`src/rtl/uart_pkg.sv`:
```
// Shared types and helpers for the UART receiver: FSM state encoding,
// divider floor, parity encoding and small bit-decision functions.
package uart_pkg;

  typedef enum logic [2:0] {
    IDLE   = 3'd0,
    START  = 3'd1,
    DATA   = 3'd2,
    PARITY = 3'd3,
    STOP   = 3'd4,
    STOP2  = 3'd5
  } uart_rx_state_e;

  localparam int MIN_CLK_DIV = 4;

  localparam logic PARITY_EVEN = 1'b0;
  localparam logic PARITY_ODD  = 1'b1;

  // Expected parity bit; unused data MSBs must already be zero.
  function automatic logic parity_bit(input logic [7:0] data, input logic parity_type);
    return (^data) ^ (parity_type == PARITY_ODD);
  endfunction

  function automatic logic majority3(input logic a, input logic b, input logic c);
    return (a & b) | (a & c) | (b & c);
  endfunction

endpackage

```
`src/rtl/uart_bit_sync.sv`:
```
// Synchroniser for the asynchronous serial line (flops preset to idle-high)
// plus a falling-edge detector on the synchronised sample.
module uart_bit_sync
  import uart_pkg::*;
#(
  parameter int SYNC_STAGES = 2
) (
  input  logic clk_i,
  input  logic rst_i,
  input  logic rx_i,
  output logic rx_sync_o,
  output logic fall_o
);

  logic [SYNC_STAGES-1:0] sync_r;
  logic                   prev_r;

  // Metastability chain, then one extra flop to spot the 1->0 transition
  always_ff @(posedge clk_i) begin
    if (rst_i) begin
      sync_r <= {SYNC_STAGES{1'b1}};
      prev_r <= 1'b1;
    end else begin
      sync_r <= {sync_r[SYNC_STAGES-2:0], rx_i};
      prev_r <= sync_r[SYNC_STAGES-1];
    end
  end

  assign rx_sync_o = sync_r[SYNC_STAGES-1];
  assign fall_o    = prev_r & ~sync_r[SYNC_STAGES-1];

endmodule

```
`src/rtl/uart_rx_core.sv`:
```
// UART receiver: 5-8 data bits, optional parity, 1-2 stop bits, valid/ready output.
// Optional UART_RX_MAJORITY_EN: 2-of-3 vote around each bit mid-point.
module uart_rx_core
  import uart_pkg::*;
#(
  parameter int DIV_W       = 16,
  parameter int SYNC_STAGES = 2
) (
  input  logic             clk_i,
  input  logic             rst_i,
  input  logic             rx_i,
  input  logic [DIV_W-1:0] clk_div_i,
  input  logic [1:0]       data_bits_i,
  input  logic             parity_en_i,
  input  logic             parity_type_i,
  input  logic             extra_stop_i,
  output logic [7:0]       rx_data_o,
  output logic             rx_valid_o,
  input  logic             rx_ready_i,
  output logic             parity_err_o,
  output logic             frame_err_o,
  output logic             overrun_o,
  output logic             busy_o
);

  localparam logic [DIV_W-1:0] CNT_ONE = DIV_W'(1);
  localparam logic [DIV_W-1:0] DIV_MIN = DIV_W'(MIN_CLK_DIV);

  logic             rx_s;
  logic             fall_s;
  uart_rx_state_e   state_r, state_nxt_s;
  logic [DIV_W-1:0] cnt_r, cnt_nxt_s, div_r, div_eff_s;
  logic [1:0]       nbits_r;
  logic             par_en_r, par_type_r, stop2_r;
  logic [2:0]       idx_r, idx_nxt_s;
  logic [7:0]       data_r, data_nxt_s;
  logic             perr_r, perr_nxt_s, ferr_r, ferr_nxt_s;
  logic             expire_s, bit_s, done_s;

  uart_bit_sync #(.SYNC_STAGES(SYNC_STAGES)) u_sync (
    .clk_i     (clk_i),
    .rst_i     (rst_i),
    .rx_i      (rx_i),
    .rx_sync_o (rx_s),
    .fall_o    (fall_s)
  );

  assign div_eff_s = (clk_div_i < DIV_MIN) ? DIV_MIN : clk_div_i;
  assign expire_s  = (cnt_r == {DIV_W{1'b0}});

`ifdef UART_RX_MAJORITY_EN
  logic [1:0] hist_r;

  // Two most recent samples before the current one, for the mid-point vote
  always_ff @(posedge clk_i) begin
    if (rst_i) begin
      hist_r <= 2'b11;
    end else begin
      hist_r <= {hist_r[0], rx_s};
    end
  end

  assign bit_s = majority3(hist_r[1], hist_r[0], rx_s);
`else
  assign bit_s = rx_s;
`endif

  // Frame sequencing: one bit decision per counter expiry
  always_comb begin
    state_nxt_s = state_r;
    cnt_nxt_s   = cnt_r;
    idx_nxt_s   = idx_r;
    data_nxt_s  = data_r;
    perr_nxt_s  = perr_r;
    ferr_nxt_s  = ferr_r;
    done_s      = 1'b0;
    if (state_r != IDLE) begin
      cnt_nxt_s = expire_s ? (div_r - CNT_ONE) : (cnt_r - CNT_ONE);
    end else begin
      cnt_nxt_s = cnt_r;
    end
    case (state_r)
      IDLE: begin
        if (fall_s) begin
          state_nxt_s = START;
          cnt_nxt_s   = div_eff_s >> 1;
          idx_nxt_s   = 3'd0;
          data_nxt_s  = 8'h00;
          perr_nxt_s  = 1'b0;
          ferr_nxt_s  = 1'b0;
        end else begin
          state_nxt_s = IDLE;
        end
      end
      START: begin
        if (expire_s) begin
          state_nxt_s = bit_s ? IDLE : DATA;
        end else begin
          state_nxt_s = START;
        end
      end
      DATA: begin
        if (expire_s) begin
          data_nxt_s[idx_r] = bit_s;
          // Last index is 4 + (data bits - 5) = {1, data_bits}
          if (idx_r == {1'b1, nbits_r}) begin
            state_nxt_s = par_en_r ? PARITY : STOP;
          end else begin
            idx_nxt_s = idx_r + 3'd1;
          end
        end else begin
          state_nxt_s = DATA;
        end
      end
      PARITY: begin
        if (expire_s) begin
          perr_nxt_s  = bit_s ^ parity_bit(data_r, par_type_r);
          state_nxt_s = STOP;
        end else begin
          state_nxt_s = PARITY;
        end
      end
      STOP: begin
        if (expire_s) begin
          ferr_nxt_s = ferr_r | ~bit_s;
          if (stop2_r) begin
            state_nxt_s = STOP2;
          end else begin
            state_nxt_s = IDLE;
            done_s      = 1'b1;
          end
        end else begin
          state_nxt_s = STOP;
        end
      end
      STOP2: begin
        if (expire_s) begin
          ferr_nxt_s  = ferr_r | ~bit_s;
          state_nxt_s = IDLE;
          done_s      = 1'b1;
        end else begin
          state_nxt_s = STOP2;
        end
      end
      default: begin
        state_nxt_s = IDLE;
      end
    endcase
  end

  // Frame state, plus configuration captured at the start edge
  always_ff @(posedge clk_i) begin
    if (rst_i) begin
      state_r    <= IDLE;
      cnt_r      <= {DIV_W{1'b0}};
      idx_r      <= 3'd0;
      data_r     <= 8'h00;
      perr_r     <= 1'b0;
      ferr_r     <= 1'b0;
      div_r      <= DIV_MIN;
      nbits_r    <= 2'd3;
      par_en_r   <= 1'b0;
      par_type_r <= PARITY_EVEN;
      stop2_r    <= 1'b0;
    end else begin
      state_r <= state_nxt_s;
      cnt_r   <= cnt_nxt_s;
      idx_r   <= idx_nxt_s;
      data_r  <= data_nxt_s;
      perr_r  <= perr_nxt_s;
      ferr_r  <= ferr_nxt_s;
      if ((state_r == IDLE) && fall_s) begin
        div_r      <= div_eff_s;
        nbits_r    <= data_bits_i;
        par_en_r   <= parity_en_i;
        par_type_r <= parity_type_i;
        stop2_r    <= extra_stop_i;
      end
    end
  end

  // Output holding register and handshake; a full register drops the new frame
  always_ff @(posedge clk_i) begin
    if (rst_i) begin
      rx_data_o    <= 8'h00;
      rx_valid_o   <= 1'b0;
      parity_err_o <= 1'b0;
      frame_err_o  <= 1'b0;
      overrun_o    <= 1'b0;
      busy_o       <= 1'b0;
    end else begin
      overrun_o <= 1'b0;
      busy_o    <= (state_nxt_s != IDLE);
      if (done_s) begin
        if (!rx_valid_o || rx_ready_i) begin
          rx_data_o    <= data_r;
          parity_err_o <= perr_r;
          frame_err_o  <= ferr_nxt_s;
          rx_valid_o   <= 1'b1;
        end else begin
          overrun_o <= 1'b1;
        end
      end else if (rx_ready_i) begin
        rx_valid_o <= 1'b0;
      end else begin
        rx_valid_o <= rx_valid_o;
      end
    end
  end

endmodule

```
`config.mk`:
```
export PLATFORM = sky130hd
export DESIGN_NAME = uart_rx_core
export DESIGN_NICKNAME = d
export VERILOG_FILES = /design/src/rtl/uart_pkg.sv /design/src/rtl/uart_bit_sync.sv /design/src/rtl/uart_rx_core.sv
export SDC_FILE = /design/constraint.sdc
export NUM_CORES = 1
export LEC_CHECK = 0
export BUFFER_PORTS_ARGS = -buffer_cell sky130_fd_sc_hd__buf_2
export CAP_MARGIN = 15
export CORE_AREA = 2 2 85 87
export DETAILED_ROUTE_END_ITERATION = 12
export DIE_AREA = 0 0 87 89
export PLACE_DENSITY_LB_ADDON = 0.3
export SETUP_SLACK_MARGIN = 0.3
export SLEW_MARGIN = 20
export SYNTH_ARGS = -nofsm -noshare
export SYNTH_HDL_FRONTEND = slang
export SYNTH_HIERARCHICAL = 1
export SYNTH_SLANG_ARGS = --single-unit
export TNS_END_PERCENT = 100
```
`constraint.sdc`:
```
create_clock -name clk_i -period 3.07 [get_ports clk_i]
set_input_delay 0.4605 -clock clk_i [delete_from_list [all_inputs] [get_ports clk_i]]
set_output_delay 0.4605 -clock clk_i [all_outputs]
set_load 0.01 [all_outputs]
```
==> results.rst <==
.. list-table::
   :header-rows: 1

   * - Metric
     - Value
   * - Result of the run
     - finished clean
   * - HPWL after detailed placement
     - 6460 um
   * - Total clock sinks
     - 69
   * - Number of detailed-route iterations in the first pass
     - 5
   * - Setup TNS
     - 0 ps
   * - Proportion of netlist area held by the largest area contributor
     - 38.8%
   * - Largest net degree at the start of global routing
     - 53
   * - Post-detailed-route count of antenna-violating nets
     - 0
   * - Die footprint
     - 7740 um^2
   * - WHS
     - 286 ps
   * - Initial Util
     - 53.0%
   * - Flop and latch count out of synthesis
     - 69
   * - Distinct cells, synth
     - 50
   * - Total of warnings raised by yosys
     - 6
   * - Routed wire length per instance
     - 16.2 um
   * - Routed wire length
     - 9130 um
   * - Switching power of the nets
     - 0.736 mW
   * - Number of hold violations in the final report
     - 0
   * - # Max-Cap Violations
     - 0
   * - Clock Pin Slew Worst Setup and Hold Paths
     - 80 ps
   * - Die span in x
     - 87 um
   * - Overall Global Routing Usage
     - 24.6%
   * - Cts hold-fix bufs
     - 0
   * - Crit path capture type
     - flip-flop
   * - Clk Latency, worst-skew pair
     - 350 ps
   * - Final net count
     - 505
   * - Cell with the most instances after synthesis
     - sky130_fd_sc_hd__dfxtp_1
   * - Number of instances in the synthesized netlist
     - 446
   * - Power density relative to cell area
     - 535 nW/um^2
   * - Antenna diode instance count
     - 0
   * - Switching share of power
     - 33.8%
   * - TritonCTS clock tree
     - done
   * - Number of synthesized flops with an enable pin
     - 0
   * - Share of post-route cells with drive strength above 1
     - 18.0%
   * - RSZ-0062 raised after global routing
     - no
   * - R2r setup slk
     - 370 ps
   * - Final max-slew violation count
     - 0
   * - Net count after synthesis
     - 473
   * - Pleak
     - 1.50 nW
   * - DRC viols
     - 0
   * - Final number of setup-violating endpoints
     - 0
   * - Async set or reset register ratio after synthesis
     - 0%
   * - Height of the die
     - 89 um
   * - Antenna violations before repair
     - 0
   * - Synth Flop Type
     - sky130_fd_sc_hd__dfxtp_1
   * - Relative slew slack
     - 38.1%
   * - Clock root buffer
     - sky130_fd_sc_hd__clkbuf_8
   * - Number of top-level pins
     - 38
   * - Startpoint of the tightest hold check path
     - rx_i
   * - Cell area after layout
     - 4070 um^2
   * - Via density
     - 6.02
   * - Crit path max fanout
     - 5
   * - Data required time of the critical path
     - 3320 ps
   * - Worst path arrival time
     - 2940 ps
   * - Part of the Yosys area used for sequential elements
     - 38.8%
   * - Worst supply voltage drop on vdd
     - 276 uV
   * - Classification of the worst-slack hold path
     - input pin to flip-flop
   * - Count of input and output buffers
     - 37
   * - Final non-filler cell total
     - 563
   * - CP Launch Point
     - cnt_r[0]
   * - Post-synthesis area per instance
     - 7.98 um^2
   * - Number of global-route vias before repair
     - 3070
   * - Setup Skew
     - 8.18 ps
   * - Total number of H-tree levels
     - 3
   * - Area after detailed placement
     - 3850 um^2
   * - Routability-driven placement congestion ratio
     - 0.968
   * - Area growth from synthesis to layout
     - 14.3%
   * - Share of the clock period used by the worst path
     - 87.9%
   * - Final core occ
     - 60.6%
   * - First-pass GRT wire length
     - 15100 um
   * - Combinational share of power
     - 24.7%
   * - Critical path class
     - flip-flop to flip-flop
   * - PnR Total Power
     - 2.18 mW
   * - Clock buffers created by TritonCTS
     - 9
   * - 1st-iter DRT viols
     - 314
   * - Top cells by area, synth
     - sky130_fd_sc_hd__dfxtp_1 (39%), sky130_fd_sc_hd__a21oi_1 (7.0%), sky130_fd_sc_hd__nand2_1 (6.0%), sky130_fd_sc_hd__mux2i_1 (5.1%), sky130_fd_sc_hd__xnor2_1 (3.9%)
   * - Netlist area before placement
     - 3560 um^2
   * - Power Internal
     - 1.44 mW
   * - Area leader, netlist
     - sky130_fd_sc_hd__dfxtp_1
   * - Number of cell rows
     - 30
   * - Setup slack after layout
     - 372 ps
   * - Filler instances
     - 612
   * - Minimum setup slack after placement
     - 279 ps
   * - Clock Power Share
     - 30.3%
   * - Placeable core area
     - 6720 um^2
   * - Number of placed instances, taps included
     - 547
   * - FMAX
     - 371 MHz
   * - Shortest period the worst path allows
     - 2700 ps
   * - Total via count after detailed routing
     - 3390
   * - Total grt overflow
     - 0
   * - Crit start category
     - flip-flop
   * - Synth cell count leaders
     - sky130_fd_sc_hd__dfxtp_1 (69), sky130_fd_sc_hd__nand2_1 (57), sky130_fd_sc_hd__a21oi_1 (50)
   * - Flop pwr share
     - 44.9%
   * - Largest buffer count on any clock path
     - 2
   * - Launch instance of the worst register-to-register path
     - cnt_r[0]
   * - Worst Tran Pin Value
     - 928 ps
==> path summary, 6_finish.rpt <==
kind	to	cells after the start
worst max-delay path	cnt_r[14]	6
worst max register to register	cnt_r[14]	6
worst min register to register	u_sync/sync_r[1]	1
worst min-delay path	u_sync/sync_r[0]	2
==> final cells by class <==
| class | instances | area [um^2] | area share (%) |
|---|---|---|---|
| inverter | 4 | 15.0 | 0.369 |
| clock buffer | 9 | 124 | 3.04 |
| timing repair buffer | 51 | 290 | 7.13 |
| multi-input combinational | 343 | 2100 | 51.7 |
| sequential | 69 | 1390 | 34.1 |
| tap | 80 | 100 | 2.46 |
| clock inverter | 7 | 51.3 | 1.26 |
==> routing by layer <==
layer | share of wire [%] | routed length (um) | GRT usage (%)
met1 | 48 | 4360 | 34.0
met2 | 45 | 4100 | 38.6
met3 | 5.6 | 508 | 4.80
met5 | 0 | 0 | 0
met4 | 1.8 | 163 | 8.66
==> power by group through the flow <==
| stage | sequential (mW) | clock (mW) | combinational [mW] |
|---|---|---|---|
| final | 0.979 | 0.661 | 0.538 |
| after detailed placement | 0.994 | 0 | 0.501 |
| after global placement | 0.991 | 0 | 0.497 |
| after floorplan | 0.976 | 0 | 0.381 |
| after global routing | 0.985 | 0.716 | 0.587 |
| after CTS | 0.974 | 0.679 | 0.514 |
==> worst max-delay path: stages (launching register included) <==
cell	delay [ps]
sky130_fd_sc_hd__dfxtp_1	350
sky130_fd_sc_hd__or4_4	580
sky130_fd_sc_hd__or2_4	280
sky130_fd_sc_hd__or4_1	510
sky130_fd_sc_hd__a211o_1	310
sky130_fd_sc_hd__or3_1	350
sky130_fd_sc_hd__a31o_1	210
==> flip-flops by register name (all words and copies together) (netlist names) <==
| register | count |
|---|---|
| rx_data_o | 8 |
| stop2_r | 1 |
| state_r | 3 |
| busy_o | 1 |
| perr_r | 1 |
| nbits_r | 2 |
| idx_r | 3 |
| u_sync/sync_r | 2 |
| frame_err_o | 1 |
| par_type_r | 1 |
| parity_err_o | 1 |
| overrun_o | 1 |
| div_r | 16 |
| par_en_r | 1 |
| data_r | 8 |
| rx_valid_o | 1 |
| u_sync/prev_r | 1 |
| cnt_r | 16 |
| ferr_r | 1 |
==> cells in the final DEF, fill, tap and decap left out, types with 3 or more instances in the layout <==
cell type / count
sky130_fd_sc_hd__a21oi_1: 49
sky130_fd_sc_hd__a211o_1: 3
sky130_fd_sc_hd__buf_4: 14
sky130_fd_sc_hd__nor2b_1: 14
sky130_fd_sc_hd__or4_1: 7
sky130_fd_sc_hd__nand4_1: 4
sky130_fd_sc_hd__mux2i_1: 18
sky130_fd_sc_hd__nand3_1: 9
sky130_fd_sc_hd__a31oi_1: 10
sky130_fd_sc_hd__clkbuf_8: 9
sky130_fd_sc_hd__nand2_1: 57
sky130_fd_sc_hd__a2111oi_0: 3
sky130_fd_sc_hd__nand2b_1: 4
sky130_fd_sc_hd__nor3_1: 17
sky130_fd_sc_hd__inv_1: 4
sky130_fd_sc_hd__o21ai_0: 15
sky130_fd_sc_hd__a211oi_1: 17
sky130_fd_sc_hd__nor2_1: 35
sky130_fd_sc_hd__dfxtp_2: 4
sky130_fd_sc_hd__and4_1: 3
sky130_fd_sc_hd__nor4_1: 7
sky130_fd_sc_hd__a21o_1: 3
sky130_fd_sc_hd__xnor2_1: 16
sky130_fd_sc_hd__buf_2: 37
sky130_fd_sc_hd__dfxtp_1: 65
sky130_fd_sc_hd__or2_1: 3
sky130_fd_sc_hd__or3_1: 6
sky130_fd_sc_hd__xor2_1: 3
==> cell families (layout without fill, tap and decap cells) <==
family / Yosys count / after routing / share of synthesized area, %
DFF: 69 / 69 / 38.8
muxes: 19 / 19 / 5.38
and+or+nand+nor: 184 / 184 / 26.0
adders and majority gates: 2 / 2 / 0.703
AOI/OAI and AO/OA: 119 / 119 / 20.7
buffers and inverters: 34 / 71 / 3.69
xor gates and xnor gates: 19 / 19 / 4.67
==> repair_timing <==
action	4_1_cts	5_1_grt
resized for setup	2	10
hold endpoints to repair	0	0
setup buffers	0	0
endpoints found under the setup margin	1	4
Note: power is estimated with default switching activity, not from simulation.
